--- config.mk ---
export PLATFORM = sky130hd
export DESIGN_NAME = mmio_uart_tx_flat
export DESIGN_NICKNAME = d
export VERILOG_FILES = /design/src/rtl/mmio_uart_tx_if.sv /design/src/rtl/mmio_uart_tx.sv /design/src/flat_wrapper.sv
export SDC_FILE = /design/constraint.sdc
export NUM_CORES = 1
export LEC_CHECK = 0
export ABC_AREA = 0
export CAP_MARGIN = 20
export CORE_MARGIN = 5
export CORE_UTILIZATION = 45
export CTS_CLUSTER_SIZE = 12
export DETAILED_ROUTE_END_ITERATION = 8
export GPL_TIMING_DRIVEN = 1
export PLACE_DENSITY = 0.83
export SETUP_SLACK_MARGIN = 0.15
export SLEW_MARGIN = 20
export SYNTH_ARGS = -nofsm -noshare
export SYNTH_HDL_FRONTEND = slang
export SYNTH_SLANG_ARGS = --single-unit
--- constraint.sdc ---
create_clock -name clk -period 2.6 [get_ports clk]
set_input_delay 0.52 -clock clk [delete_from_list [all_inputs] [get_ports clk]]
set_output_delay 0.52 -clock clk [all_outputs]
set_load 0.01 [all_outputs]
--- src/rtl/mmio_uart_tx_if.sv ---
// mmio_uart_tx_if: data-memory bus port of the UART transmitter
interface mmio_uart_tx_if;
  logic we;
  logic [31:0] a, wd, rd;
  modport master(output we, a, wd, input rd);
  modport slave(input we, a, wd, output rd);
endinterface

--- src/rtl/mmio_uart_tx.sv ---
// mmio_uart_tx: memory-mapped 8N1 UART transmitter with a small byte FIFO
module mmio_uart_tx #(
  parameter int CLKS_PER_BIT = 4,
  parameter int FIFO_DEPTH = 4,
  parameter logic [31:0] BASE_ADDR = 32'h0000_0100
) (
  input  logic clk,
  input  logic rst,
  mmio_uart_tx_if.slave bus,
  output logic tx,
  output logic busy
);
  localparam int CW = $clog2(CLKS_PER_BIT);
  localparam int AW = $clog2(FIFO_DEPTH);
  typedef enum logic [1:0] {IDLE, START, DATA, STOP} state_t;
  state_t state;
  logic [CW-1:0] cnt;
  logic [2:0] bit_idx;
  logic [7:0] shreg;
  logic [7:0] mem [FIFO_DEPTH];
  logic [AW-1:0] rp, wp;
  logic [AW:0] count;
  logic ovf, sel, wr_data, wr_stat, full, empty, pop, push, wrap, unused;
  assign sel = bus.a[31:3] == BASE_ADDR[31:3];
  assign wr_data = bus.we && sel && !bus.a[2];
  assign wr_stat = bus.we && sel && bus.a[2];
  assign full = count == (AW+1)'(FIFO_DEPTH);
  assign empty = count == '0;
  assign pop = state == IDLE && !empty;
  assign push = wr_data && (!full || pop);
  assign wrap = cnt == CW'(CLKS_PER_BIT - 1);
  assign busy = !empty || state != IDLE;
  assign bus.rd = sel && bus.a[2] ? {28'b0, ovf, busy, empty, full} : 32'b0;
  assign unused = ^{bus.wd[31:8], bus.a[1:0]};
  always_ff @(posedge clk or negedge rst)
    if (!rst) begin
      state <= IDLE;
      cnt <= '0;
      bit_idx <= '0;
      shreg <= '0;
      tx <= 1'b1;
    end else begin
      cnt <= (state == IDLE || wrap) ? '0 : cnt + 1'b1;
      case (state)
        IDLE: if (!empty) begin
          state <= START;
          shreg <= mem[rp];
          tx <= 1'b0;
        end
        START: if (wrap) begin
          state <= DATA;
          bit_idx <= '0;
          tx <= shreg[0];
        end
        DATA: if (wrap) begin
          shreg <= shreg >> 1;
          bit_idx <= bit_idx + 1'b1;
          state <= bit_idx == 3'd7 ? STOP : DATA;
          tx <= bit_idx == 3'd7 ? 1'b1 : shreg[1];
        end
        default: if (wrap) state <= IDLE;
      endcase
    end
  always_ff @(posedge clk or negedge rst)
    if (!rst) begin
      rp <= '0;
      wp <= '0;
      count <= '0;
      ovf <= 1'b0;
    end else begin
      rp <= rp + AW'(pop);
      wp <= wp + AW'(push);
      count <= count + (AW+1)'(push) - (AW+1)'(pop);
      ovf <= (wr_stat && bus.wd[3]) ? 1'b0 : ovf | (wr_data && !push);
    end
  always_ff @(posedge clk)
    if (push) mem[wp] <= bus.wd[7:0];
endmodule

--- src/flat_wrapper.sv ---
// flat-port wrapper written by rule: the top's interface ports become plain ports
module mmio_uart_tx_flat 
#(
  parameter int CLKS_PER_BIT = 4,
  parameter int FIFO_DEPTH = 4,
  parameter logic [31:0] BASE_ADDR = 32'h0000_0100
)
  (clk, rst, tx, busy, bus_we, bus_a, bus_wd, bus_rd);
  mmio_uart_tx_if bus_i ();
  input  logic clk;
  input  logic rst;
  output logic tx;
  output logic busy;
  input wire logic [$bits(bus_i.we)-1:0] bus_we;
  input wire logic [$bits(bus_i.a)-1:0] bus_a;
  input wire logic [$bits(bus_i.wd)-1:0] bus_wd;
  output wire logic [$bits(bus_i.rd)-1:0] bus_rd;
  assign bus_i.we = bus_we;
  assign bus_i.a = bus_a;
  assign bus_i.wd = bus_wd;
  assign bus_rd = bus_i.rd;
  mmio_uart_tx #(.CLKS_PER_BIT(CLKS_PER_BIT), .FIFO_DEPTH(FIFO_DEPTH), .BASE_ADDR(BASE_ADDR)) u_core (.clk(clk), .rst(rst), .bus(bus_i), .tx(tx), .busy(busy));
endmodule
==> out/summary.txt <==
Worst EP required: 2.08 ns
Worst Path Arrival: 1.95 ns
Worst Skew: 0.00657 ns
WL/cell: 14.8 um
Largest net degree at the start of global routing: 25
Hpwl dp: 3.92 mm
Post-DP Area: 3310 um^2
Fill cell count: 474
Worst slew pin tran: 0.538 ns
# setup viols final: 0
Num CTS Buffers: 5
Global-route wire length before repair: 8.25 mm
Fmax: 406 MHz
Mapped Area: 2760 um^2
Grt total ovfl: 0
GP Congestion: 0.780
Max-slew headroom: 64.1%
Max Slew Vio Count: 0
Initial antenna violation count: 0
Most common cell after layout, fill and taps aside: edfxtp_1
Hold Buf Count CTS: 0
Worst setup margin: 0.135 ns
Pre-CTS setup slack: -0.614 ns
CTS max path bufs: 2
Synthesis warning total: 0
Drt pass-1 iters: 4
Root Driver: clkbuf_8
Core Rows: 28
Fin crit share: 94.8%
Vias in the first global route: 1703
Async SR Flop Fraction: 42.9%
Port bufs: 46
Sink Count: 56
Hold Vio Cnt, Final: 0
Starting Density: 46.3%
Crit path max fanout: 4
LEAKAGE: 0.00147 uW
Final hold slack: 0.441 ns
Peak VDD IR: 0.000417 V
Post-synth EDFFs: 32
Placed Cells: 334
Sequential area share after synthesis: 56.7%
Crit Path Category: input pin to primary output
WL final: 5.09 mm
Flops & latches, synth: 56
HP Class: flip-flop to flip-flop
Status: finished clean
Syn_area_per_cell: 13.6 um^2
Ant diodes: 0
MaxCap Viol Count: 0
Worst-Skew Late Latency: 0.31 ns
Die ar.: 7790 um^2
Clock-pin slew on the worst setup and hold paths: 0.10 ns
DRC viols: 0
Global Route Usage Sum: 14.0%
Power Density: 456 nW/um^2
Synth Flop Type: edfxtp_1
Vias: 1691
CTS tree: yes
Fin cells: 344
Fin nets: 347
Most frequent cells in the layout: edfxtp_1 (32), conb_1 (28), dfrtp_1 (23)
Htree depth: 2
Cell variety after synth: 36
Post-layout instance area: 3400 um^2
Avg Vias per Cell: 4.92
Core box area: 5960 um^2
Layout area overhead: 23.3%
Final worst path period need: 2.47 ns
Pwr Total: 1550 uW
Startpoint Class: input pin
CP Capture Type: primary output
Post-route ant nets: 0
Post-Syn Instances: 202
Drt initial violations: 102
RSZ-0062 raised after global routing: true
Die Span Y: 88.3 um
Die Wd: 88.3 um
Share of layout cells above drive strength 1: 26.4%
Ports: 101
-- cell type report --
class	count	area (um^2)	area share, %
Clock inverter	3	25.0	0.736
Clock buffer	5	68.8	2.02
Inverter	8	30.0	0.883
Tap cell	75	93.8	2.76
Multi-Input combinational cell	131	1090	32.1
Timing Repair Buffer	66	529	15.6
Sequential cell	56	1560	46.0
-- flip-flops by register name, summed over array words and instances, names as in the netlist --
name and count:
u_core.bit_idx 3, u_core.cnt 2, u_core.count 3, u_core.mem 32, u_core.ovf 1, u_core.rp 2, u_core.shreg 8, u_core.state 2
u_core.tx 1, u_core.wp 2
-- cells in the mapped netlist (5+ instances only) --
library cell / count / share of area [%]
inv_1: 8 / 1.1
nor3_1: 5 / 0.91
mux2i_1: 8 / 2.9
a21oi_1: 8 / 1.5
buf_2: 5 / 0.91
ha_1: 11 / 5.0
edfxtp_1: 32 / 35
o21ai_0: 7 / 1.3
buf_4: 28 / 7.6
mux4_2: 8 / 6.5
nor2_1: 14 / 1.9
dfrtp_1: 23 / 21
nand2_1: 5 / 0.68
-- power breakdown --
part	switching (uW)	internal (uW)	leakage, uW
clock	295	197	0.0000452
combinational	53.1	49.2	0.000812
sequential	5.11	951	0.000614
-- metal layers --
metal	routed length, um	global-route usage [%]
met1	2040	17.0
met2	2640	24.7
met3	333	3.35
met4	76	4.40
met5	0	0
-- final timing paths --
kind | endpoint | slack, ns | cells past startpoint | start
min in group asynchronous | u_core.cnt[1] | 0.56 | 2 | rst
max in group asynchronous | u_core.tx | 1.74 | 2 | rst
min | u_core.cnt[0] | 0.44 | 1 | u_core.cnt[0]
min reg2reg | u_core.cnt[0] | 0.44 | 1 | u_core.cnt[0]
max | bus_rd[0] | 0.13 | 6 | bus_a[16]
max reg2reg | u_core.count[2] | 0.35 | 10 | u_core.state[1]
-- logic make-up (layout without fill, tap and decap cells) --
kind of cell	Yosys count	after routing	synth area share, %
simple gates	49	49	11.8
flops	56	56	56.7
other cells	1	28	0.136
buf+inv	42	82	9.76
fa+ha+maj	12	12	5.72
compound gates	19	19	3.95
mux	19	19	10.7
xor+xnor	4	4	1.27
-- worst max-delay path: stages --
cell and delay (ns):
dlygate4sd2_1 0.23, nor4_1 0.26, nand2_1 0.11, or3_4 0.41, nor4b_2 0.25, buf_2 0.17
-- what timing repair did --
item | CTS | global route
gates resized for setup | 62 | 26
setup buffers | 1 | 1
pin swaps | 13 | 10
endpoints found under the setup margin | 28 | 7
-- per-stage QoR --
step	TNS, ns	utilization (%)
final	0	57.1
after global routing	0	57.1
after CTS	0	56.9
after detailed placement	-8.98	55.5
after global placement	-5.97	55.5
after floorplan	0	-
(Power assumes the default switching activity.)
